`src/rtl/write_buffer_fifo_pkg.sv`:
```
// write_buffer_fifo_pkg: shared widths, depth default and drain-state encodings for the write buffer
package write_buffer_fifo_pkg;
    localparam int MEM_ADDR_SIZE = 16;
    localparam int WORD_SIZE_BIT = 32;
    localparam int WB_DEPTH = 4;
    localparam int OCC_W = 5;
    typedef enum logic [1:0] {
        WB_IDLE     = 2'd0,
        WB_ISSUE    = 2'd1,
        WB_WAIT_ACK = 2'd2
    } wb_state_t;
endpackage

```
`src/rtl/write_buffer_fifo_if.sv`:
```
// write_buffer_fifo_if: cache-side push/lookup and memory-side drain signals of the write buffer
interface write_buffer_fifo_if;
    import write_buffer_fifo_pkg::*;
    logic write_buffer, read_buffer, full, empty, buffer_hit;
    logic mem_write, mem_ack, overflow_sticky;
    logic [MEM_ADDR_SIZE-1:0] addr, mem_addr;
    logic [WORD_SIZE_BIT-1:0] wData, data_read_from_buffer, mem_wdata;
    logic [OCC_W-1:0] occupancy;
    modport slave(
        input  write_buffer, addr, wData, read_buffer, mem_ack,
        output full, empty, buffer_hit, data_read_from_buffer,
        output mem_write, mem_addr, mem_wdata, overflow_sticky, occupancy
    );
    modport master(
        output write_buffer, addr, wData, read_buffer, mem_ack,
        input  full, empty, buffer_hit, data_read_from_buffer,
        input  mem_write, mem_addr, mem_wdata, overflow_sticky, occupancy
    );
endinterface

```
`src/rtl/write_buffer_fifo_cam.sv`:
```
// wb_cam_match: parallel address compare over all entries, youngest match (furthest from head) wins
module wb_cam_match
    import write_buffer_fifo_pkg::*;
#(
    parameter int DEPTH = WB_DEPTH,
    localparam int PW = $clog2(DEPTH)
) (
    input  logic [DEPTH-1:0]         valid,
    input  logic [MEM_ADDR_SIZE-1:0] tags [DEPTH],
    input  logic [MEM_ADDR_SIZE-1:0] key,
    input  logic [PW-1:0]            head,
    output logic                     hit,
    output logic [PW-1:0]            idx
);
    logic [PW-1:0] j;
    always_comb begin
        hit = 1'b0;
        idx = '0;
        j = '0;
        for (int k = 0; k < DEPTH; k++) begin
            j = head + PW'(k);
            if (valid[j] && tags[j] == key) begin
                hit = 1'b1;
                idx = j;
            end
        end
    end
endmodule

```
`src/rtl/write_buffer_fifo.sv`:
```
// write_buffer_fifo: circular write buffer with merge-on-push, CAM lookup and a one-at-a-time memory drain FSM
module write_buffer_fifo
    import write_buffer_fifo_pkg::*;
#(
    parameter int DEPTH = WB_DEPTH
) (
    input logic clock,
    input logic reset,
    write_buffer_fifo_if.slave bus
);
    localparam int PW = $clog2(DEPTH);
    localparam int CW = PW + 1;

    wb_state_t state, state_nx;
    logic [MEM_ADDR_SIZE-1:0] tags [DEPTH];
    logic [WORD_SIZE_BIT-1:0] data [DEPTH];
    logic [DEPTH-1:0] valid, mg_valid;
    logic [PW-1:0] head, tail, lk_idx, mg_idx;
    logic [CW-1:0] count, count_nx;
    logic lk_hit, mg_hit, hit, push, append, merge, pop, full, empty, ovf;

    // the head being written to memory must not change under the write
    assign mg_valid = (state == WB_WAIT_ACK) ? valid & ~(DEPTH'(1) << head) : valid;

    wb_cam_match #(.DEPTH(DEPTH)) lookup_cam (
        .valid(valid), .tags(tags), .key(bus.addr), .head(head), .hit(lk_hit), .idx(lk_idx)
    );
    wb_cam_match #(.DEPTH(DEPTH)) merge_cam (
        .valid(mg_valid), .tags(tags), .key(bus.addr), .head(head), .hit(mg_hit), .idx(mg_idx)
    );

    assign push = bus.write_buffer && !full;
    assign merge = push && mg_hit;
    assign append = push && !mg_hit;
    assign pop = (state == WB_WAIT_ACK) && bus.mem_ack;
    assign count_nx = count + CW'(append) - CW'(pop);

    always_comb begin
        state_nx = state == WB_IDLE  ? (|count ? WB_ISSUE : WB_IDLE) :
                   state == WB_ISSUE ? WB_WAIT_ACK :
                   state == WB_WAIT_ACK ? (pop ? (|count_nx ? WB_ISSUE : WB_IDLE) : WB_WAIT_ACK) :
                   WB_IDLE;
    end

    always_ff @(posedge clock) begin
        if (reset) begin
            state <= WB_IDLE;
            valid <= '0;
            head <= '0;
            tail <= '0;
            count <= '0;
            full <= 1'b0;
            empty <= 1'b1;
            ovf <= 1'b0;
        end else begin
            state <= state_nx;
            count <= count_nx;
            full <= count_nx == CW'(DEPTH);
            empty <= count_nx == '0;
            ovf <= ovf | (bus.write_buffer && full);
            if (pop) begin
                valid[head] <= 1'b0;
                head <= head + PW'(1);
            end
            if (append) begin
                valid[tail] <= 1'b1;
                tail <= tail + PW'(1);
            end
        end
    end

    always_ff @(posedge clock) begin
        if (append) begin
            tags[tail] <= bus.addr;
            data[tail] <= bus.wData;
        end
        if (merge) data[mg_idx] <= bus.wData;
    end

    assign hit = !reset && bus.read_buffer && lk_hit;
    assign bus.buffer_hit = hit;
    assign bus.data_read_from_buffer = hit ? data[lk_idx] : '0;
    assign bus.mem_write = state == WB_ISSUE || state == WB_WAIT_ACK;
    assign bus.mem_addr = bus.mem_write ? tags[head] : '0;
    assign bus.mem_wdata = bus.mem_write ? data[head] : '0;
    assign bus.full = full;
    assign bus.empty = empty;
    assign bus.overflow_sticky = ovf;
    assign bus.occupancy = OCC_W'(count);
endmodule

```
`src/flat_wrapper.sv`:
```
// flat-port wrapper written by rule: the top's interface ports become plain ports
module write_buffer_fifo_flat import write_buffer_fifo_pkg::*;
#(
    parameter int DEPTH = WB_DEPTH
)
  (clock, reset, bus_write_buffer, bus_addr, bus_wData, bus_read_buffer, bus_mem_ack, bus_full, bus_empty, bus_buffer_hit, bus_data_read_from_buffer, bus_mem_write, bus_mem_addr, bus_mem_wdata, bus_overflow_sticky, bus_occupancy);
  write_buffer_fifo_if bus_i ();
  input logic clock;
  input logic reset;
  input wire logic [$bits(bus_i.write_buffer)-1:0] bus_write_buffer;
  input wire logic [$bits(bus_i.addr)-1:0] bus_addr;
  input wire logic [$bits(bus_i.wData)-1:0] bus_wData;
  input wire logic [$bits(bus_i.read_buffer)-1:0] bus_read_buffer;
  input wire logic [$bits(bus_i.mem_ack)-1:0] bus_mem_ack;
  output wire logic [$bits(bus_i.full)-1:0] bus_full;
  output wire logic [$bits(bus_i.empty)-1:0] bus_empty;
  output wire logic [$bits(bus_i.buffer_hit)-1:0] bus_buffer_hit;
  output wire logic [$bits(bus_i.data_read_from_buffer)-1:0] bus_data_read_from_buffer;
  output wire logic [$bits(bus_i.mem_write)-1:0] bus_mem_write;
  output wire logic [$bits(bus_i.mem_addr)-1:0] bus_mem_addr;
  output wire logic [$bits(bus_i.mem_wdata)-1:0] bus_mem_wdata;
  output wire logic [$bits(bus_i.overflow_sticky)-1:0] bus_overflow_sticky;
  output wire logic [$bits(bus_i.occupancy)-1:0] bus_occupancy;
  assign bus_i.write_buffer = bus_write_buffer;
  assign bus_i.addr = bus_addr;
  assign bus_i.wData = bus_wData;
  assign bus_i.read_buffer = bus_read_buffer;
  assign bus_i.mem_ack = bus_mem_ack;
  assign bus_full = bus_i.full;
  assign bus_empty = bus_i.empty;
  assign bus_buffer_hit = bus_i.buffer_hit;
  assign bus_data_read_from_buffer = bus_i.data_read_from_buffer;
  assign bus_mem_write = bus_i.mem_write;
  assign bus_mem_addr = bus_i.mem_addr;
  assign bus_mem_wdata = bus_i.mem_wdata;
  assign bus_overflow_sticky = bus_i.overflow_sticky;
  assign bus_occupancy = bus_i.occupancy;
  write_buffer_fifo #(.DEPTH(DEPTH)) u_core (.clock(clock), .reset(reset), .bus(bus_i));
endmodule
```
`config.mk`:
```
export PLATFORM = sky130hd
export DESIGN_NAME = write_buffer_fifo_flat
export DESIGN_NICKNAME = d
export VERILOG_FILES = /design/src/rtl/write_buffer_fifo_pkg.sv /design/src/rtl/write_buffer_fifo_if.sv /design/src/rtl/write_buffer_fifo_cam.sv /design/src/rtl/write_buffer_fifo.sv /design/src/flat_wrapper.sv
export SDC_FILE = /design/constraint.sdc
export NUM_CORES = 1
export LEC_CHECK = 0
export CAP_MARGIN = 20
export CORE_MARGIN = 10
export CORE_UTILIZATION = 51
export DETAILED_ROUTE_END_ITERATION = 8
export HOLD_SLACK_MARGIN = 0.15
export PLACE_DENSITY = 0.77
export SLEW_MARGIN = 20
export SYNTH_ARGS = -nofsm -noshare
export SYNTH_HDL_FRONTEND = slang
export SYNTH_SLANG_ARGS = --single-unit
```
`constraint.sdc`:
```
create_clock -name clock -period 6.2 [get_ports clock]
set_clock_uncertainty 0.05 [all_clocks]
set_input_delay 1.86 -clock clock [delete_from_list [all_inputs] [get_ports clock]]
set_output_delay 1.86 -clock clock [all_outputs]
set_load 0.02 [all_outputs]
```
==> impl_metrics.py, run 1 <==
metrics = {
    "setup_path": {
        "worstReg2RegStart": "u_core.head[1]",
        "startpoint_type": "input port",
        "arrival_ns": 4.43,
        "reg2reg_depth": 23,
        "rrSetupSlack_ns": 1.69,
        "rr_endpoint": "u_core.state[0]",
        "critical_path_class": "in2out",
        "end_kind": "primary output",
        "cp_max_fo": 8,
        "required_ns": 4.29,
    },
    "clocking": {
        "cts_tree": "yes",
        "cts_sinks": 210,
        "cts-root-buf": "clkbuf_16",
        "h-tree-depth": 1,
        "clk_latency_ns": 0.52,
        "clk_pin_slew_worst_paths_ns": 0.06,
        "cts_buffer_depth": 3,
        "cts_buffers": 23,
        "postCtsHoldBufs": 0,
    },
    "synth": {
        "syn_avg_cell_area_um2": 14.3,
        "syn_inst": 829,
        "muxShareOfSynthArea_pct": 24.3,
        "ys_warn_count": 0,
        "yosys.area.top_type": "edfxtp_1",
        "yosysSeqAreaShare_pct": 51.6,
        "synth-adder-area-share_pct": 1.54,
        "synth_top_cells_by_count": "192 x edfxtp_1, 117 x mux2i_1, 76 x mux4_2, 52 x xnor2_1, 49 x and2_1",
        "ys_types": 57,
        "synth_area_um2": 11900,
        "yosys.area.top_type_share_pct": 48.6,
        "ys_ff_latch": 210,
        "synth_top_family_by_area": "multiplexers",
        "synth_xor_area_share_pct": 4.43,
        "yosysMostFrequentCell": "edfxtp_1",
        "synthSimpleGateAreaFrac_pct": 9.60,
        "synth_edf_count": 192,
        "async_flop_share_pct": 0,
        "ys.flop_type": "edfxtp_1",
        "synthTopCellsByArea": "edfxtp_1 49%, mux4_2 14%, mux2i_1 9.9%",
        "synth_compound_area_share_pct": 4.43,
    },
    "timing": {
        "hold_slack_ns": 0.414,
        "finalCritPeriodShare_pct": 102,
        "setup_viol": 32,
        "period_needed_ns": 6.34,
        "slew_violations": 0,
        "hold_viol_final": 0,
        "relSlewSlack_pct": 34.4,
        "worstMarginPinSlew_ns": 0.983,
        "rsz0062_at_grt": "yes",
        "setup_ws_ns": -0.140,
        "fmax_mhz": 158,
    },
    "place": {
        "dpl_cell_area_um2": 14000,
        "hpwl_um": 20000,
        "portBuffers": 140,
        "gp_congestion": 0.847,
    },
    "layout": {
        "synthToLayoutAreaGrowth_pct": 30.0,
        "regArea_um2": 6130,
        "num-nets-final": 1108,
        "fin_area_um2": 15400,
        "fillerInstances": 1520,
        "multi_input_area_um2": 5730,
        "layout-drive-gt1-share_pct": 32.5,
    },
    "drt": {
        "first_iter_violations": 790,
        "route.detailed.drc": 0,
        "wire_per_inst_um": 22.8,
        "vias_per_cell": 5.92,
        "maxUsedRoutingLayer": "met5",
        "drt-total-wl_um": 31200,
        "met3_wirelength_um": 2160,
        "wl_met1_um": 12400,
        "dr.pass1.iters": 5,
        "wl_met2_um": 16200,
        "final_antenna_net_count": 0,
        "vias": 8117,
    },
    "die": {
        "num_rows": 55,
        "dieArea_um2": 29800,
        "die_w_um": 173,
        "core_area_um2": 22800,
        "ios": 143,
        "start_util_pct": 52.1,
        "die_y_um": 173,
    },
    "global_routing": {
        "grt_pass1_wl_um": 48500,
        "grt_pass1_vias": 8438,
        "grt_overflow": 0,
        "grt_max_degree": 74,
        "antenna_found_initial": 2,
        "grt_usage_pct": 20.2,
    },
    "job": {
        "drv_cap": 0,
    },
    "worst_hold_path": {
        "hold_path_class": "reg2reg",
        "worstHoldEndpoint": "u_core.bus.overflow_sticky",
        "min-delay-start": "u_core.bus.overflow_sticky",
        "hold_path_depth": 2,
    },
    "run_status": {
        "violations": "negative setup slack",
        "status": "finished with violations",
    },
    "pwr": {
        "ir_drop_mv": 0.261,
        "p_leak_nw": 5.21,
        "p_per_area_nw_per_um2": 285,
        "p_total_mw": 4.41,
    },
}
[cells by family (layout without fill, tap and decap cells)]
family          after synthesis  in the layout
flops                       210            210
simple gates                196            196
mux                         193            193
compound gates               81             82
buf+inv                      74            300
xor+xnor                     60             60
fa+ha+maj                    14             14
other cells                   1              4
[cell usage in the layout, fill, tap and decap left out, drive strengths merged, types with 2 or more instances in the layout]
cell and instances:
o21a 2, a31o 4, dfxtp 18, nor2b 3, nor3b 2, ha 13
nand2 44, mux4 76, a21oi 6, clkinv 7, clkdlybuf4s15 2, o211ai 4
nand2b 17, nor2 22, nand3 17, or2 8, diode 2, and2 49
inv 13, clkbuf 33, clkdlybuf4s50 91, o21ai 18, xor2 8, a21o 2
conb 2, and3 9, a211oi 2, dlygate4sd2 4, mux2i 117, nand4 8
o22ai 33, nor3 6, buf 148, a22oi 6, edfxtp 192, xnor2 52
nor4 6, and4 2
[power by group]
group | total [mW] | switching [mW] | internal, mW
combinational | 1.27 | 0.682 | 0.591
sequential | 1.83 | 0.0988 | 1.73
clock | 1.30 | 0.541 | 0.764
[cell type report]
| type | instances | area share [%] |
|---|---|---|
| Tap cell | 313 | 2.54 |
| Inverter | 13 | 0.316 |
| Multi-Input combinational cell | 547 | 37.1 |
| Timing Repair Buffer | 246 | 15.6 |
| Sequential cell | 210 | 39.7 |
| Antenna cell | 2 | 0.0324 |
| Clock buffer | 32 | 4.14 |
| Clock inverter | 9 | 0.535 |
[stage by stage]
step / worst slack (ns) / setup TNS (ns) / util (%) / std cells
6_report: -0.140 / -3.06 / 67.8 / 1372
3_3_place_gp: -0.877 / -26.78 / 61.6 / 1300
4_1_cts: -0.110 / -0.798 / 67.1 / 1370
2_1_floorplan: 0.00696 / 0 / - / 830
3_5_place_dp: -0.918 / -27.91 / 61.6 / 1300
5_1_grt: -0.284 / -7.96 / 67.7 / 1371
[critical path: stages]
cell and delay (ns):
dlygate4sd2_1 0.27, buf_6 0.14, xnor2_1 0.21, nand2_1 0.15, nor4_4 0.24, buf_4 0.18, nand3_4 0.09, buf_4 0.18
nand2_1 0.11, o21a_1 0.23, o21ai_4 0.13, clkbuf_16 0.20, o22ai_1 0.20, buf_2 0.21
[state kept, by name, summed over array words and instances, names as in the netlist, named ones only]
name,count
u_core.data,128
u_core.tags,64
u_core.valid,4
u_core.count,3
u_core.head,2
u_core.state,2
u_core.tail,2
u_core.bus.empty,1
u_core.bus.full,1
u_core.bus.overflow_sticky,1
[layer usage]
metal  global-route usage, %  vias to the layer above
met5                       0                        -
met4                    5.04                        2
met3                    3.33                       36
met2                    35.7                      307
met1                    25.3                     4141
li1                        -                     3631
[worst max path at each step]
stage / startpoint / endpoint / slack, ns / cells past startpoint
6_report: bus_addr[12] / bus_data_read_from_buffer[12] / -0.14 / 14
5_1_grt: bus_addr[14] / bus_data_read_from_buffer[13] / -0.28 / 15
4_1_cts: bus_addr[14] / bus_data_read_from_buffer[1] / -0.11 / 16
3_5_place_dp: bus_addr[3] / bus_data_read_from_buffer[15] / -0.92 / 12
3_3_place_gp: bus_addr[1] / bus_data_read_from_buffer[22] / -0.88 / 12
2_1_floorplan: u_core.head[0] / bus_data_read_from_buffer[10] / 0.007 / 20
[what timing repair did]
item | in CTS | in global routing
endpoints found under the setup margin | 33 | 32
resized for setup | 279 | 34
gates cloned | 5 | 1
setup buffers | 26 | 3
pin swaps | 46 | 8
(Power assumes the default switching activity.)
==> run 2: changes to the inputs <==
--- a/config.mk
+++ b/config.mk
@@ -10,7 +10,7 @@
 export CORE_UTILIZATION = 51
 export DETAILED_ROUTE_END_ITERATION = 8
 export HOLD_SLACK_MARGIN = 0.15
-export PLACE_DENSITY = 0.77
+export PLACE_DENSITY = 0.85
 export SLEW_MARGIN = 20
 export SYNTH_ARGS = -nofsm -noshare
 export SYNTH_HDL_FRONTEND = slang
==> run 2 against run 1 <==
  * The flow still finishes with violations (negative setup slack)
  * Sequential power hardly changed
  * Clock-buffer cell count is 7 lower
  * Hold slack worse by 0.0025 ns
  * Fmax is 1.1% lower
  * Routed wire length is 16% higher
  * Register-to-register slack worse by 0.10 ns
  * Combinational power is 6% higher
  * Clock power is 8% higher
  * Largest cell class is now multi-input combinational cells
  * Largest power group unchanged
==> impl_metrics.py, run 2 (synthesis results as in run 1) <==
metrics = {
    "setup_path": {
        "crit_family": "buffers and inverters",
        "cp_num_buf_inv": 6,
        "critical_path_class": "in2out",
        "path_cells": "dlygate4sd2_1 > buf_6 > xnor2_1 > o21ai_2 > nor4_4 > nand3_2 > nand4_1 > buf_4 > o21a_1 > o21ai_4 > buf_12 > buf_4 > o22ai_4 > buf_6",
        "end_kind": "primary output",
        "slowest_delay_ns": 0.35,
        "rrSetupSlack_ns": 1.59,
        "required_ns": 4.29,
        "slowest_stage": "nor4_4",
        "rr_endpoint": "u_core.data[1][26]",
        "worstReg2RegStart": "u_core.head[0]",
        "cp_max_fo": 14,
        "startpoint_type": "input port",
        "arrival_ns": 4.50,
        "reg2reg_depth": 14,
    },
    "layout": {
        "layout-drive-gt1-share_pct": 39.8,
        "regMostFlops": "u_core.data",
        "synthToLayoutAreaGrowth_pct": 38.5,
        "final_common_cell": "edfxtp_1",
        "largest_register_ffs": 128,
        "finalNonFillerCells": 1393,
        "top_regs": "u_core.data x128, u_core.tags x64, u_core.valid x4",
        "layout_common_cells": "192 x edfxtp_1, 99 x buf_4, 91 x clkdlybuf4s50_1",
        "num-nets-final": 1129,
        "utilization_pct": 72.2,
    },
    "timing": {
        "relSlewSlack_pct": 50.3,
        "slew_violations": 0,
        "tns_ns": -3.68,
        "setup_viol": 32,
        "hold_slack_ns": 0.412,
        "setup_ws_ns": -0.212,
        "rsz0062_at_grt": "yes",
        "period_needed_ns": 6.41,
        "finalCritPeriodShare_pct": 103,
        "hold_viol_final": 0,
        "worstMarginPinSlew_ns": 0.746,
        "fmax_mhz": 156,
    },
    "die": {
        "die_w_um": 173,
        "start_util_pct": 52.1,
        "die_y_um": 173,
        "dieArea_um2": 29800,
        "num_rows": 55,
        "ios": 143,
        "core_area_um2": 22800,
    },
    "clocking": {
        "clk_pin_slew_worst_paths_ns": 0.06,
        "cts_buffers": 22,
        "cts_sinks": 210,
        "postCtsHoldBufs": 0,
        "clk_latency_ns": 0.52,
        "h-tree-depth": 1,
        "cts_buffer_depth": 3,
        "cts-root-buf": "clkbuf_16",
        "cts_tree": "yes",
    },
    "place": {
        "placed_cells": 1314,
        "gp_congestion": 0.883,
        "portBuffers": 140,
        "hpwl_um": 20400,
    },
    "drt": {
        "route.detailed.drc": 0,
        "vias": 8645,
        "vias_per_cell": 6.21,
        "final_antenna_net_count": 0,
        "dr.pass1.iters": 5,
        "drt-total-wl_um": 36100,
        "first_iter_violations": 883,
        "wire_per_inst_um": 25.9,
    },
    "global_routing": {
        "grt_pass1_vias": 8819,
        "grt_usage_pct": 21.6,
        "grt_pass1_wl_um": 51300,
        "grt_overflow": 0,
        "grt_max_degree": 85,
        "antenna_found_initial": 3,
    },
    "worst_hold_path": {
        "worstHoldEndpoint": "u_core.bus.overflow_sticky",
        "hold_path_class": "reg2reg",
        "min-delay-start": "u_core.bus.overflow_sticky",
        "hold_path_depth": 2,
    },
    "pwr": {
        "p_leak_nw": 5.48,
        "ir_drop_mv": 0.266,
        "p_per_area_nw_per_um2": 280,
        "p_total_mw": 4.60,
    },
    "job": {
        "drv_cap": 0,
    },
    "run_status": {
        "violations": "negative setup slack",
        "status": "finished with violations",
    },
}
run 2: cell types whose count changed in the layout (fill, tap and decap cells not counted), moves of 3 or more:
| cell | previous run | this run |
|---|---|---|
| buf_2 | 15 | 5 |
| mux2i_1 | 101 | 65 |
| bufinv_16 | 1 | 5 |
| o22ai_2 | 11 | 16 |
| o22ai_1 | 22 | 4 |
| mux2i_2 | 12 | 18 |
| clkbuf_1 | 6 | 3 |
| buf_6 | 20 | 43 |
| clkbuf_8 | 3 | 0 |
| buf_4 | 93 | 99 |
| mux2i_4 | 4 | 34 |
| o22ai_4 | 0 | 13 |
run 2: area by class of cell:
type	count	area, um2
Antenna cell	3	7.51
Timing Repair Buffer	269	2730
Fill cell	1317	6340
Multi-Input combinational cell	546	6360
Inverter	13	48.8
Clock inverter	14	204
Clock buffer	25	562
Sequential cell	210	6130
Tap cell	313	392
run 2: worst register-to-register path, delay by kind of cell (launching register included):
| family | cells | cell delay, ns |
|---|---|---|
| muxes | 1 | 0.67 |
| buffers and inverters | 5 | 1.20 |
| and+or+nand+nor | 5 | 1.02 |
| xor gates and xnor gates | 1 | 0.24 |
| DFF | 1 | 0.36 |
| AOI/OAI and AO/OA | 2 | 0.72 |
run 2: timing repair:
item / 4_1_cts / 5_1_grt
buffers inserted: 23 / 10
resized for setup: 328 / 133
cloned: 7 / 1
endpoints found under the hold margin: 0 / 0
pin swaps: 40 / 36
endpoints found under the setup margin: 33 / 32
run 2: worst max path at each step:
stage          cells past startpoint  slack [ns]      startpoint                       endpoint
2_1_floorplan                     20       0.007  u_core.head[0]  bus_data_read_from_buffer[10]
3_3_place_gp                      13       -0.91     bus_addr[1]  bus_data_read_from_buffer[28]
3_5_place_dp                      12       -1.04     bus_addr[1]  bus_data_read_from_buffer[28]
4_1_cts                           15       -0.06     bus_addr[1]  bus_data_read_from_buffer[31]
5_1_grt                           14       -0.22    bus_addr[15]   bus_data_read_from_buffer[6]
6_report                          14       -0.21    bus_addr[15]  bus_data_read_from_buffer[31]
run 2: routing by layer:
layer  global-route usage (%)  part of all wire, %  routed length [um]  vias to the layer above
met3                     4.55                  8.2                2950                       99
met5                        0                    0                   0                        -
met1                     25.0                   35               12700                     4353
li1                         -                    -                   -                     3687
met2                     38.2                   53               19100                      506
met4                     8.70                  3.8                1360                        0
run 2: where the power goes:
group / total (mW) / internal (mW) / leakage [nW] / switching [mW]
logic: 1.34 / 0.620 / 3.20 / 0.719
clock network: 1.40 / 0.859 / 0.370 / 0.540
registers: 1.86 / 1.73 / 1.91 / 0.127
run 2: stage by stage:
| stage | worst slack [ns] | instance area (um2) |
|---|---|---|
| 2_1_floorplan | 0.00696 | 11900 |
| 4_1_cts | -0.0592 | 15800 |
| 3_5_place_dp | -1.04 | 14100 |
| 6_report | -0.212 | 16400 |
| 5_1_grt | -0.215 | 16400 |
| 3_3_place_gp | -0.905 | 14100 |
==> run 3: changes to the inputs <==
--- a/config.mk
+++ b/config.mk
@@ -7,11 +7,12 @@
 export LEC_CHECK = 0
 export CAP_MARGIN = 20
 export CORE_MARGIN = 10
-export CORE_UTILIZATION = 51
+export CORE_UTILIZATION = 53
 export DETAILED_ROUTE_END_ITERATION = 8
 export HOLD_SLACK_MARGIN = 0.15
-export PLACE_DENSITY = 0.85
+export PLACE_DENSITY = 0.86
 export SLEW_MARGIN = 20
 export SYNTH_ARGS = -nofsm -noshare
 export SYNTH_HDL_FRONTEND = slang
+export SYNTH_HIERARCHICAL = 1
 export SYNTH_SLANG_ARGS = --single-unit
==> run 3 against run 2 <==
  * The run still ends with negative setup slack left
  * Non-clock buffer count grew 46
  * Sequential cell count is the same
  * Routed wire length rose by 17%
  * Design area rose by 15%
  * Hold slack improved by 0.014 ns
  * Total power is 5.5% lower
  * Sequential share of layout area decreased by 4.9 points
==> impl_metrics.py, run 3 <==
metrics = {
    "timing": {
        "worstMarginPinSlew_ns": 0.885,
        "relSlewSlack_pct": 40.4,
        "hold_slack_ns": 0.426,
        "fmax_mhz": 149,
        "setup_ws_ns": -0.516,
        "setup_viol": 32,
        "hold_viol_final": 0,
        "rsz0062_at_grt": "yes",
        "slew_violations": 0,
        "period_needed_ns": 6.72,
        "finalCritPeriodShare_pct": 108,
    },
    "synth": {
        "synth_compound_area_share_pct": 4.75,
        "ys_warn_count": 6,
        "synth_area_um2": 14700,
        "syn_inst": 1039,
        "yosysMostFrequentCell": "edfxtp_1",
        "synth_xor_area_share_pct": 7.78,
        "synth_top_family_by_area": "multiplexers",
        "yosys.area.top_type_share_pct": 39.2,
        "synth_edf_count": 192,
        "ys_ff_latch": 210,
        "async_flop_share_pct": 0,
        "yosysSeqAreaShare_pct": 41.6,
        "synthTopCellsByArea": "edfxtp_1 39%, mux4_2 19%, mux2i_1 8.0%",
        "ys.flop_type": "edfxtp_1",
        "synth_top_cells_by_count": "192 x edfxtp_1, 123 x mux4_2, 118 x mux2i_1, 88 x xnor2_1, 52 x and2_1",
        "ys_types": 67,
        "synthSimpleGateAreaFrac_pct": 8.61,
        "syn_avg_cell_area_um2": 14.2,
        "muxShareOfSynthArea_pct": 30.3,
        "yosys.area.top_type": "edfxtp_1",
        "synth-adder-area-share_pct": 1.16,
    },
    "drt": {
        "final_antenna_net_count": 0,
        "dr.pass1.iters": 6,
        "vias_per_cell": 6.26,
        "drt-total-wl_um": 42300,
        "first_iter_violations": 1220,
        "route.detailed.drc": 0,
        "vias": 10600,
        "wire_per_inst_um": 25.1,
    },
    "die": {
        "die_y_um": 187,
        "dieArea_um2": 34800,
        "start_util_pct": 54.3,
        "die_w_um": 187,
        "num_rows": 60,
        "ios": 143,
        "core_area_um2": 27100,
    },
    "worst_hold_path": {
        "min-delay-start": "u_core/bus.overflow_sticky",
        "worstHoldEndpoint": "u_core/bus.overflow_sticky",
        "hold_path_class": "reg2reg",
        "hold_path_depth": 2,
    },
    "run_status": {
        "status": "finished with violations",
        "violations": "negative setup slack",
    },
    "global_routing": {
        "grt_overflow": 0,
        "antenna_found_initial": 1,
        "grt_pass1_wl_um": 64900,
        "grt_max_degree": 50,
        "grt_usage_pct": 23.5,
        "grt_pass1_vias": 10800,
    },
    "clocking": {
        "clk_latency_ns": 0.52,
        "cts_tree": "yes",
        "cts_buffers": 23,
        "h-tree-depth": 1,
        "cts_buffer_depth": 3,
        "cts-root-buf": "clkbuf_16",
        "cts_sinks": 210,
        "clk_pin_slew_worst_paths_ns": 0.06,
    },
    "pwr": {
        "pwr-share-seq_pct": 41.3,
        "clkPwrFrac_pct": 30.1,
        "ir_drop_mv": 0.260,
        "p_leak_nw": 6.56,
        "switchingPower_mw": 1.29,
        "power.internal_mw": 3.05,
        "swShare_pct": 29.7,
        "p_per_area_nw_per_um2": 229,
        "combPwrFrac_pct": 28.7,
    },
    "setup_path": {
        "arrival_ns": 4.81,
        "required_ns": 4.29,
        "slowest_delay_ns": 0.59,
        "rr_endpoint": "u_core/bus.empty",
        "path_cells": "dlygate4sd2_1 > buf_6 > buf_6 > xnor2_2 > nand4_1 > or4_4 > nor2b_4 > o21bai_4 > a21oi_4 > buf_6 > buf_16 > mux4_2 > nor2b_4 > buf_6",
        "critical_path_class": "in2out",
        "startpoint_type": "input port",
        "cp_max_fo": 5,
        "worstReg2RegStart": "u_core/head[1]",
        "slowest_stage": "or4_4",
        "cpMostUsedCell": "buf_6",
        "rrSetupSlack_ns": 0.77,
        "end_kind": "primary output",
        "reg2reg_depth": 20,
    },
    "place": {
        "portBuffers": 140,
        "gp_congestion": 0.963,
        "dpl_worst_slack_ns": -1.37,
        "dpl_cell_area_um2": 17500,
        "hpwl_um": 28300,
    },
    "layout": {
        "layout_common_cells": "192 x edfxtp_1, 134 x buf_4, 123 x mux4_2",
        "fin_area_um2": 18900,
        "largest_register_ffs": 128,
        "multi_input_area_um2": 8290,
        "regArea_um2": 6130,
        "utilization_pct": 69.8,
        "num-nets-final": 1365,
        "synthToLayoutAreaGrowth_pct": 28.6,
        "layout-drive-gt1-share_pct": 36.5,
        "top_regs": "u_core/data x128, u_core/tags x64, u_core/valid x4",
        "final_common_cell": "edfxtp_1",
        "regMostFlops": "u_core/data",
        "fillerInstances": 1726,
    },
    "job": {
        "drv_cap": 0,
    },
}
[run 3: cell types whose count changed in the layout (fill, tap and decap cells not counted), moves of 30 or more]
cell / before / now
mux2i_1: 65 / 118
mux4_2: 76 / 123
xnor2_1: 39 / 80
buf_4: 99 / 134
nor2b_4: 0 / 31
mux2i_4: 34 / 4
[run 3: stage by stage]
stage | power [mW] | cells | TNS [ns]
floorplan | 2.49 | 1040 | 0
global placement | 2.97 | 1621 | -41.11
detailed placement | 3.00 | 1621 | -43.25
CTS | 4.34 | 1685 | -13.56
global route | 4.50 | 1687 | -18.16
finish | 4.34 | 1687 | -15.29
[run 3: power groups by stage]
stage                     combinational [mW]  sequential (mW)  clock [mW]
after floorplan                        0.683             1.81           0
after global placement                  1.17             1.80           0
after detailed placement                1.19             1.81           0
after CTS                               1.24             1.79        1.32
after global routing                    1.32             1.80        1.38
final                                   1.24             1.79        1.31
[run 3: critical path, delay by kind of cell]
family          cells  cell delay, ns
simple gates        4            1.06
xor+xnor            1            0.13
buf+inv             6            0.92
mux                 1            0.53
compound gates      2            0.29
[run 3: kinds of logic (layout without fill, tap and decap cells)]
logic type | count (synthesis) | after routing
other cells | 1 | 3
simple gates | 211 | 211
flops | 210 | 210
mux | 264 | 264
compound gates | 96 | 96
xor+xnor | 129 | 129
fa+ha+maj | 13 | 13
buf+inv | 115 | 389
[run 3: how the worst max path moves through the flow]
| stage | from | end | slack [ns] | depth (start not counted) |
|---|---|---|---|---|
| global route | bus_addr[5] | bus_data_read_from_buffer[28] | -0.60 | 17 |
| finish | bus_addr[0] | bus_data_read_from_buffer[28] | -0.52 | 14 |
| detailed placement | bus_addr[15] | bus_data_read_from_buffer[23] | -1.37 | 13 |
| CTS | bus_addr[5] | bus_data_read_from_buffer[20] | -0.45 | 14 |
| global placement | bus_addr[14] | bus_data_read_from_buffer[28] | -1.29 | 12 |
| floorplan | bus_addr[6] | bus_data_read_from_buffer[1] | 0.003 | 12 |
[run 3: layout make-up]
cell class              count  share of cell area, %
well taps                 372                   2.46
diodes                      1                 0.0132
multi-input cells         715                   43.8
clock buffers              31                   3.31
clock inverters             9                  0.456
inverters                  34                  0.701
repair buffers            315                   16.8
flip-flops and latches    210                   32.4
[run 3: timing repair]
| item | in CTS | in global routing |
|---|---|---|
| hold buffers | 0 | 0 |
| pin swaps | 21 | 6 |
| setup buffers | 18 | 0 |
| endpoints found under the hold margin | 0 | 0 |
| gates resized for setup | 297 | 13 |
| cloned | 6 | 1 |
| setup endpoints to repair | 33 | 33 |
[run 3: metal layers]
metal	GRT usage (%)	share of wire [%]	vias to the layer above
met5	0	0	-
met4	8.16	3.0	0
met3	4.25	7.7	84
met2	40.0	50	513
met1	29.6	39	5366
li1	-	-	4590
